[config.mk]
export PLATFORM = sky130hd
export DESIGN_NAME = sme_job_arbiter
export DESIGN_NICKNAME = d
export VERILOG_FILES = /design/src/rtl/sme_job_arbiter.sv
export SDC_FILE = /design/constraint.sdc
export NUM_CORES = 1
export LEC_CHECK = 0
export CAP_MARGIN = 0
export CORE_ASPECT_RATIO = 1.25
export CORE_MARGIN = 1.5
export CORE_UTILIZATION = 46
export CTS_BUF_LIST = sky130_fd_sc_hd__clkbuf_16
export CTS_CLUSTER_SIZE = 16
export DETAILED_ROUTE_END_ITERATION = 10
export HOLD_SLACK_MARGIN = 0.15
export PLACE_DENSITY = 0.76
export SLEW_MARGIN = 10
export SYNTH_ARGS = -nofsm -noshare
export SYNTH_HDL_FRONTEND = slang
export SYNTH_SLANG_ARGS = --single-unit
[constraint.sdc]
create_clock -name clk -period 2.7 [get_ports clk]
set_clock_uncertainty 0.1 [all_clocks]
set_input_delay 0.675 -clock clk [delete_from_list [all_inputs] [get_ports clk]]
set_output_delay 0.675 -clock clk [all_outputs]
set_load 0.005 [all_outputs]
[src/rtl/sme_job_arbiter.sv]
// sme_job_arbiter: round-robin front end sharing one SME string-match engine
// between NREQ requesters. It grants one job at a time and forwards the
// winner's characters to the engine. It then waits for the engine result
// (bounded by a timeout) and returns match/index/err to the owner.
module sme_job_arbiter #(
  parameter int NREQ    = 2,
  parameter int MAX_STR = 32,
  parameter int MAX_PAT = 8,
  parameter int TIMEOUT = 256
) (
  input  logic              clk,
  input  logic              reset,
  input  logic [NREQ-1:0]   req_i,
  output logic [NREQ-1:0]   gnt_o,
  input  logic [NREQ-1:0]   char_valid_i,
  input  logic [NREQ-1:0]   char_is_str_i,
  input  logic [8*NREQ-1:0] char_data_i,
  input  logic [NREQ-1:0]   char_last_i,
  output logic [7:0]        sme_chardata_o,
  output logic              sme_isstring_o,
  output logic              sme_ispattern_o,
  input  logic              sme_valid_i,
  input  logic              sme_match_i,
  input  logic [4:0]        sme_index_i,
  output logic [NREQ-1:0]   rsp_valid_o,
  output logic              rsp_match_o,
  output logic [4:0]        rsp_index_o,
  output logic              rsp_err_o,
  output logic              busy_o
);

  localparam int SW   = (NREQ > 1) ? $clog2(NREQ) : 1;
  localparam int STRW = $clog2(MAX_STR + 1);
  localparam int PATW = $clog2(MAX_PAT + 1);
  localparam int TW   = (TIMEOUT > 1) ? $clog2(TIMEOUT) : 1;

  typedef enum logic [2:0] {S_IDLE, S_GRANT, S_STREAM, S_WAIT_RES, S_RESP} state_e;

  state_e            state_q;
  logic [SW-1:0]     rr_q, sel_q;
  logic [STRW-1:0]   str_cnt_q;
  logic [PATW-1:0]   pat_cnt_q;
  logic              seen_pat_q, err_q;
  logic              res_valid_q;
  logic [SW-1:0]     res_owner_q;
  logic [TW-1:0]     timer_q;
  logic [NREQ-1:0]   gnt_q, rsp_valid_q;
  logic              rsp_match_q, rsp_err_q;
  logic [4:0]        rsp_index_q;
  logic [7:0]        sme_chardata_q;
  logic              sme_isstring_q, sme_ispattern_q;

  logic              pick_hit;
  logic [SW-1:0]     pick;
  logic              cv, cs, cl;
  logic [7:0]        cd;
  logic              str_full, pat_full, drop, acc, end_job, job_err;
  logic [STRW-1:0]   str_cnt_d;
  logic [PATW-1:0]   pat_cnt_d;

  // First pending requester at or after the round-robin pointer.
  always_comb begin
    pick_hit = 1'b0;
    pick     = rr_q;
    for (int k = 0; k < NREQ; k++) begin
      if (!pick_hit && req_i[(int'(rr_q) + k) % NREQ]) begin
        pick_hit = 1'b1;
        pick     = SW'((int'(rr_q) + k) % NREQ);
      end
    end
  end

  // Granted lane's character inputs and the per-character accept/drop decision.
  always_comb begin
    cv        = char_valid_i[sel_q];
    cs        = char_is_str_i[sel_q];
    cl        = char_last_i[sel_q];
    cd        = char_data_i[{sel_q, 3'b000} +: 8];
    str_full  = (str_cnt_q == STRW'(MAX_STR));
    pat_full  = (pat_cnt_q == PATW'(MAX_PAT));
    // A string char after the pattern started would corrupt the engine's string.
    drop      = cs ? (seen_pat_q || str_full) : pat_full;
    acc       = cv && !drop;
    str_cnt_d = str_cnt_q + STRW'(acc && cs);
    pat_cnt_d = pat_cnt_q + PATW'(acc && !cs);
    end_job   = !cv || cl;
    // A pattern-only job is legal only against a string this requester loaded.
    job_err   = (pat_cnt_d == '0) ||
                ((str_cnt_d == '0) && !(res_valid_q && (res_owner_q == sel_q)));
  end

  // Job FSM with registered grant, engine and response outputs.
  always_ff @(posedge clk or posedge reset) begin
    if (reset) begin
      state_q         <= S_IDLE;
      rr_q            <= '0;
      sel_q           <= '0;
      str_cnt_q       <= '0;
      pat_cnt_q       <= '0;
      seen_pat_q      <= 1'b0;
      err_q           <= 1'b0;
      res_valid_q     <= 1'b0;
      res_owner_q     <= '0;
      timer_q         <= '0;
      gnt_q           <= '0;
      rsp_valid_q     <= '0;
      rsp_match_q     <= 1'b0;
      rsp_index_q     <= '0;
      rsp_err_q       <= 1'b0;
      sme_chardata_q  <= '0;
      sme_isstring_q  <= 1'b0;
      sme_ispattern_q <= 1'b0;
    end else begin
      gnt_q       <= '0;
      rsp_valid_q <= '0;
      case (state_q)
        S_IDLE: begin
          if (pick_hit) begin
            sel_q   <= pick;
            gnt_q   <= NREQ'(1) << pick;
            state_q <= S_GRANT;
          end
        end
        S_GRANT: begin
          rr_q       <= (sel_q == SW'(NREQ - 1)) ? '0 : sel_q + 1'b1;
          str_cnt_q  <= '0;
          pat_cnt_q  <= '0;
          seen_pat_q <= 1'b0;
          err_q      <= 1'b0;
          state_q    <= S_STREAM;
        end
        S_STREAM: begin
          sme_isstring_q  <= acc && cs;
          sme_ispattern_q <= acc && !cs;
          if (acc) sme_chardata_q <= cd;
          str_cnt_q <= str_cnt_d;
          pat_cnt_q <= pat_cnt_d;
          if (acc && !cs) seen_pat_q <= 1'b1;
          if ((cv && drop) || (end_job && (!cv || job_err))) err_q <= 1'b1;
          if (end_job) begin
            timer_q <= '0;
            state_q <= S_WAIT_RES;
            if (str_cnt_d != '0) begin
              res_owner_q <= sel_q;
              res_valid_q <= 1'b1;
            end
          end
        end
        S_WAIT_RES: begin
          // Dropping both strobes tells the engine the data has ended.
          sme_isstring_q  <= 1'b0;
          sme_ispattern_q <= 1'b0;
          if (sme_valid_i) begin
            rsp_valid_q <= NREQ'(1) << sel_q;
            rsp_match_q <= sme_match_i;
            rsp_index_q <= sme_index_i;
            rsp_err_q   <= err_q;
            state_q     <= S_RESP;
          end else if (timer_q == TW'(TIMEOUT - 1)) begin
            // The engine state is now unknown, so the resident string is too.
            rsp_valid_q <= NREQ'(1) << sel_q;
            rsp_match_q <= 1'b0;
            rsp_index_q <= '0;
            rsp_err_q   <= 1'b1;
            res_valid_q <= 1'b0;
            state_q     <= S_RESP;
          end else begin
            timer_q <= timer_q + 1'b1;
          end
        end
        S_RESP:  state_q <= S_IDLE;
        default: state_q <= S_IDLE;
      endcase
    end
  end

  assign gnt_o           = gnt_q;
  assign rsp_valid_o     = rsp_valid_q;
  assign rsp_match_o     = rsp_match_q;
  assign rsp_index_o     = rsp_index_q;
  assign rsp_err_o       = rsp_err_q;
  assign sme_chardata_o  = sme_chardata_q;
  assign sme_isstring_o  = sme_isstring_q;
  assign sme_ispattern_o = sme_ispattern_q;
  assign busy_o          = (state_q != S_IDLE);

endmodule

# Yosys cells after proc, flatten, opt, wreduce, memory -nomap -nowiden
# Cells that the tools add are included.
[word_totals]
wordCells = 129
input_bits = 33
out_inout_bits = 22
reg_bits = 48
[classes]
n_addsub = 5
muxes = 48
n_eq_ne = 16
n_bitwise = 1
shift = 3
order_cmp = 3
n_reduce_logical = 35
[ops]
columns = ["op", "count"]
rows = [
  ["2-to-1 mux 1 bit", 25],
  ["2-to-1 mux 8 bit", 3],
  ["!= test 2 bit (second input constant)", 8],
  ["case mux 8 bit (2 select lines)", 1],
  ["variable part select 16 x 5 -> 8 bit", 1],
  ["2-to-1 mux 3 bit", 4],
  ["case mux 3 bit (4 select lines)", 1],
  ["case mux 6 bit (2 select lines)", 1],
  ["2-to-1 mux 2 bit", 5],
  ["2-to-1 mux 5 bit", 2],
  ["case mux 1 bit (2 select lines)", 5],
  ["AND reduction 2 bit", 5],
  ["adder 8 x 1 -> 8 bit (second input constant)", 1],
  ["== test 8 bit (second input constant)", 1],
  ["logical AND 1 bit", 8],
  ["case mux 4 bit (2 select lines)", 1],
  ["adder 6 x 1 -> 6 bit", 1],
  ["== test 3 x 2 -> 1 bit (second input constant)", 2],
  ["== test 6 bit (second input constant)", 1],
  ["logical NOT 6 bit", 1],
  ["AND reduction 3 bit", 2],
  ["nonzero test 2 bit", 3],
  ["nonzero test 6 bit", 1],
  ["logical NOT 1 bit", 5],
  ["other kinds (16)", 23],
]

# Longest topological paths before layout
[depth]
depth_word = 15
mapped_depth = 10
depth_no_buf = 9

# Worst setup path after synthesis
# OpenSTA, ideal clock, no wires.
[synth_path]
kind = "input -> register"
start = "in char_is_str_i[1]"
end = "reg res_owner_q"
cell_stages = 9
setup_slack_ns = -0.205
required_ns = 2.454
path_buffers = 0
setup_time_ns = 0.146
t_arrival_ns = 2.659
path_cell_list = "mux2i_1 -> a311o_1 -> nor2_1 -> ha_1 -> ha_1 -> or4bb_1 -> o22ai_1 -> o21a_1 -> o311ai_0"
[synth_via]
elab_chain_len = 9
[synth_rtl]
columns = ["item", "line", "rtl"]
rows = [
  ["from (decl)", "16", "input logic [NREQ-1:0] char_is_str_i,"],
  ["2-to-1 mux 1 bit (implied by the code) * (2 in a row)", "76", "cs = char_is_str_i[sel_q];"],
  ["2-to-1 mux 1 bit", "82", "drop = cs ? (seen_pat_q || str_full) : pat_full;"],
  ["logical NOT 1 bit", "83", "acc = cv && !drop;"],
  ["logical AND 1 bit", "83", ""],
  ["logical AND 1 bit *", "84", "str_cnt_d = str_cnt_q + STRW'(acc && cs);"],
  ["adder 6 x 1 -> 6 bit *", "84", ""],
  ["nonzero test 6 bit *", "143", "if (str_cnt_d != '0) begin"],
  ["AND reduction 3 bit (no source line) *", "n/a", ""],
  ["to (signal assigned)", "144", "res_owner_q <= sel_q;"],
  ["to (decl)", "45", "logic [SW-1:0] res_owner_q;"],
]
# Mark *: on every way between the ends. The rest lies on a longest branch, timed or not. The select of a mux whose other input is x is not followed.
# A chain may end at the register's enable or synchronous reset.

# Worst setup path after layout
[layout_path]
start = "reg sel_q"
end = "reg res_owner_q"
[layout_via]
elab_chain_len = 9
word_cells_on_any_way = 15
classes_between = "add/sub: 1; mux: 7; reduce/logical: 7"
[layout_rtl]
columns = ["item", "line", "rtl"]
rows = [
  ["from (decl)", "40", "logic [SW-1:0] rr_q, sel_q;"],
  ["from (signal assigned)", "119", "sel_q <= pick;"],
  ["2-to-1 mux 1 bit (implied by the code) (2 in a row)", "76", ""],
  ["2-to-1 mux 1 bit", "82", ""],
  ["logical NOT 1 bit", "83", ""],
  ["logical AND 1 bit", "83", ""],
  ["logical AND 1 bit", "84", ""],
  ["adder 6 x 1 -> 6 bit", "84", ""],
  ["nonzero test 6 bit", "143", ""],
  ["AND reduction 3 bit (no source line)", "n/a", ""],
]
# Several ways; a longest one is shown, not always the timed one. The select of a mux whose other input is x is not followed.

==> key figures <==
Logic synthesis
  – EDFF count, synth: 0
  – Seq/Total Area, Yosys: 46.6%
  – Asr flop ratio synth: 100%
  – Syn Inst Count: 241
  – Ys Warns: 0
  – Top post-synthesis cells by count: 48 x dfrtp_1, 17 x nor2_1, 13 x a22o_1, 13 x o21ai_0
  – Ys flop type: dfrtp_1
  – Top cell type's share of synthesized area: 46.6%
  – Syn Nets: 279
  – Mapped Area: 2580 um^2
  – #FFs+latches synth: 48
  – Synth cell types: 54
  – Count leader, synth: dfrtp_1
  – Largest area contributor in the synthesized netlist: dfrtp_1
  – Synth Area per Inst: 10.7 um^2
  – Synth area leaders: dfrtp_1 47%, mux2_2 5.2%, a22o_1 4.4%

Global route
  – Total GRT Usage: 22.0%
  – Initial antenna violation count: 0
  – Largest net degree at the start of global routing: 32
  – GRT met2 Usage: 39.6%
  – Met3 Track Usage GR: 4.07%
  – Number of global-route vias before repair: 2,185
  – Grt total ovfl: 0
  – Met1 Use GR: 26.3%
  – Global-route wire length before repair: 10.6 mm
  – Busiest grt layer: met2

Cells and area
  – Fillcell total: 440
  – Area grow syn2layout: 39.3%
  – Layout cells sized above 1: 22.3%
  – Register area: 1200 um^2
  – Cell Count, Final, Fillers Out: 387
  – Fin nets: 360
  – Area of the multi-input gates: 1310 um^2
  – Finished Core Util: 66.4%
  – Antenna diodes: 0

Worst setup path
  – Slowest cell delay on critical path: 510 ps
  – CP cell instances: mux2i_4, a311o_1, nor2_1, ha_2, ha_4, or4bb_1, o22ai_2, o21a_1, o311ai_1
  – Startpoint Class: flop
  – CP Capture Type: flop
  – WS Path Type: flop to flop
  – CP max stage cell: or4bb_1
  – CP delay by family, top: compound AO/OA/AOI/OAI gates
  – R2R setup slack: -70 ps
  – Worst Path Arrival: 2830 ps
  – Buffer and inverter count on the worst path: 0
  – Crit Path Max Fanout: 3
  – Required time of the critical path: 2750 ps

Power
  – Peak supply drop: 0.471 mV
  – Combinational power share: 47.5%
  – Switching share of total power: 34.5%
  – Power Dens Cells: 979 nW/um^2
  – Seq pwr share: 31.9%
  – Sw power: 1210 uW
  – Internal power: 2300 uW
  – Leak Pwr: 0.00160 uW
  – Clk pwr share: 20.6%

Floorplan
  – Die Height: 86.7 um
  – Starting Density: 47.7%
  – Die area: 6060 um^2
  – Floorplan row count: 30
  – Core Area: 5410 um^2
  – Die Width: 70.0 um
  – Io pins: 55

Clock tree
  – CTS tree: yes
  – Clock tree buffer depth: 2
  – Total CTS buffers: 5
  – Clk_lat worst skew: 290 ps
  – CTS HTree Levels: 2
  – Clock-pin slew on the worst setup and hold paths: 70 ps
  – CTS Root Cell: clkbuf_16
  – CTS sink cnt: 48

Timing
  – Hold WS: 392 ps
  – Tcrit/Tclk final: 103%
  – Slew @ Worst Pin: 693 ps
  – Final hold vios: 0
  – Final worst path period need: 2770 ps
  – Slew Limit Fails: 0
  – Fin worst setup slack: -74.6 ps
  – Unrepaired setup endpoints after global routing: true
  – Final setup fails: 3
  – Slew HR: 53.6%
  – Fmax: 360 MHz

Place
  – Port-buffer cells: 54
  – Placed Cells: 374
  – GPL Wtd Cong: 0.780
  – Detailed placement HPWL: 4.62 mm

Drt
  – Wire per inst: 16.7 um
  – DR pass1 iterations: 4
  – Drt via density: 5.68
  – Remaining DRCs: 0
  – Detailed router's first-iteration violation count: 115
  – Via count: 2,198
  – Routed Antenna Nets: 0
  – Post-Route WL: 6.45 mm

Outcome
  – Run status: finished with violations
  – Failing checks: negative setup slack

Worst hold path
  – Min-Delay Path Class: flop to flop

Job
  – Max_cap viols: 0
==> final cells by class <==
cell class,instances,share of cell area [%]
Sequential cell,48,33.5
Clock inverter,3,1.32
Inverter,11,1.15
Clock buffer,5,3.49
Multi-Input combinational cell,170,36.5
Tap cell,64,2.23
Timing Repair Buffer,86,21.9
==> cell families (layout without fill, tap and decap cells) <==
kind of cell | Yosys count | after routing | share of synthesized area, %
adders and majority gates | 5 | 5 | 2.43
xor gates and xnor gates | 5 | 5 | 1.70
and+or+nand+nor | 72 | 72 | 15.1
muxes | 25 | 25 | 11.7
buffers and inverters | 23 | 105 | 4.42
DFF | 48 | 48 | 46.6
AOI/OAI and AO/OA | 63 | 63 | 18.1
==> power groups by stage <==
| stage | sequential (uW) | combinational [uW] | clock [uW] |
|---|---|---|---|
| after global routing | 1150 | 1800 | 758 |
| after global placement | 1120 | 1550 | 0 |
| after detailed placement | 1120 | 1580 | 0 |
| after floorplan | 1080 | 975 | 0 |
| final | 1120 | 1670 | 725 |
| after CTS | 1110 | 1620 | 736 |
==> worst register-to-register path, delay by kind of cell, from the launching register on <==
kind | cells | cell delay (ps)
fa+ha+maj | 2 | 420
flops | 1 | 460
compound gates | 4 | 830
mux | 1 | 200
simple gates | 2 | 630
==> state kept, by name, summed over array words and instances (netlist names) <==
name             cells
sme_chardata_o       8
pat_cnt_q            4
str_cnt_q            6
res_valid_q          1
sme_isstring_o       1
gnt_o                2
rr_q                 1
seen_pat_q           1
timer_q              8
state_q              3
rsp_err_o            1
rsp_index_o          5
rsp_valid_o          2
sel_q                1
res_owner_q          1
err_q                1
sme_ispattern_o      1
rsp_match_o          1
==> worst paths after layout <==
check                                       start                             to  cells past startpoint
min in group asynchronous                   reset  sme_chardata_o[6]$_DFFE_PP0P_                      2
max in group asynchronous                   reset       pat_cnt_q[1]$_DFFE_PP0N_                      3
worst max-delay path            sel_q$_DFFE_PP0P_        res_owner_q$_DFFE_PP0P_                      9
worst min-delay path             rr_q$_DFFE_PP0P_             gnt_o[0]$_DFF_PP0_                      1
worst max register to register  sel_q$_DFFE_PP0P_        res_owner_q$_DFFE_PP0P_                      9
worst min register to register   rr_q$_DFFE_PP0P_             gnt_o[0]$_DFF_PP0_                      1
==> timing repair <==
| action | in CTS | in global routing |
|---|---|---|
| gates cloned | 0 | 0 |
| hold buffers | 0 | 0 |
| pin swaps | 5 | 5 |
| endpoints found under the setup margin | 3 | 3 |
| setup buffers | 2 | 3 |
| resized for setup | 12 | 2 |
==> layout by cell type (no fill, tap or decap), types with 3 or more instances in the layout <==
| cell type | netlist | layout |
|---|---|---|
| and3_1 | 5 | 5 |
| nor2_1 | 17 | 17 |
| mux2_2 | 12 | 12 |
| nand4_1 | 5 | 5 |
| nand2_1 | 12 | 12 |
| ha_1 | 5 | 3 |
| mux2_4 | 7 | 7 |
| xor2_1 | 3 | 3 |
| a22o_1 | 13 | 13 |
| clkbuf_16 | 0 | 5 |
| dfrtp_1 | 48 | 47 |
| mux2i_1 | 6 | 4 |
| clkdlybuf4s50_1 | 0 | 50 |
| a21oi_1 | 6 | 6 |
| nand2b_1 | 6 | 6 |
| inv_1 | 11 | 10 |
| a31oi_1 | 5 | 5 |
| buf_4 | 0 | 30 |
| and2_1 | 3 | 3 |
| o21ai_0 | 13 | 13 |
| a21o_1 | 3 | 3 |
| nand3_1 | 9 | 9 |
| o211ai_1 | 3 | 3 |
==> layer usage <==
metal  vias to the layer above  wire, um
met5                         -         0
met4                         0       121
met3                        13       221
met2                        51      3410
met1                      1076      2700
li1                       1058         -
==> through the flow <==
| step | cell area (um^2) | setup WS, ps | power (uW) | setup TNS (ps) |
|---|---|---|---|---|
| 2_1_floorplan | 2610 | -39.8 | 2050 | -77.7 |
| 3_3_place_gp | 3370 | -609 | 2670 | -1790 |
| 3_5_place_dp | 3370 | -671 | 2710 | -2040 |
| 4_1_cts | 3550 | -70.7 | 3470 | -163 |
| 5_1_grt | 3590 | -164 | 3700 | -434 |
| 6_report | 3590 | -74.6 | 3510 | -171 |
Power figures use the tool's default switching activity.
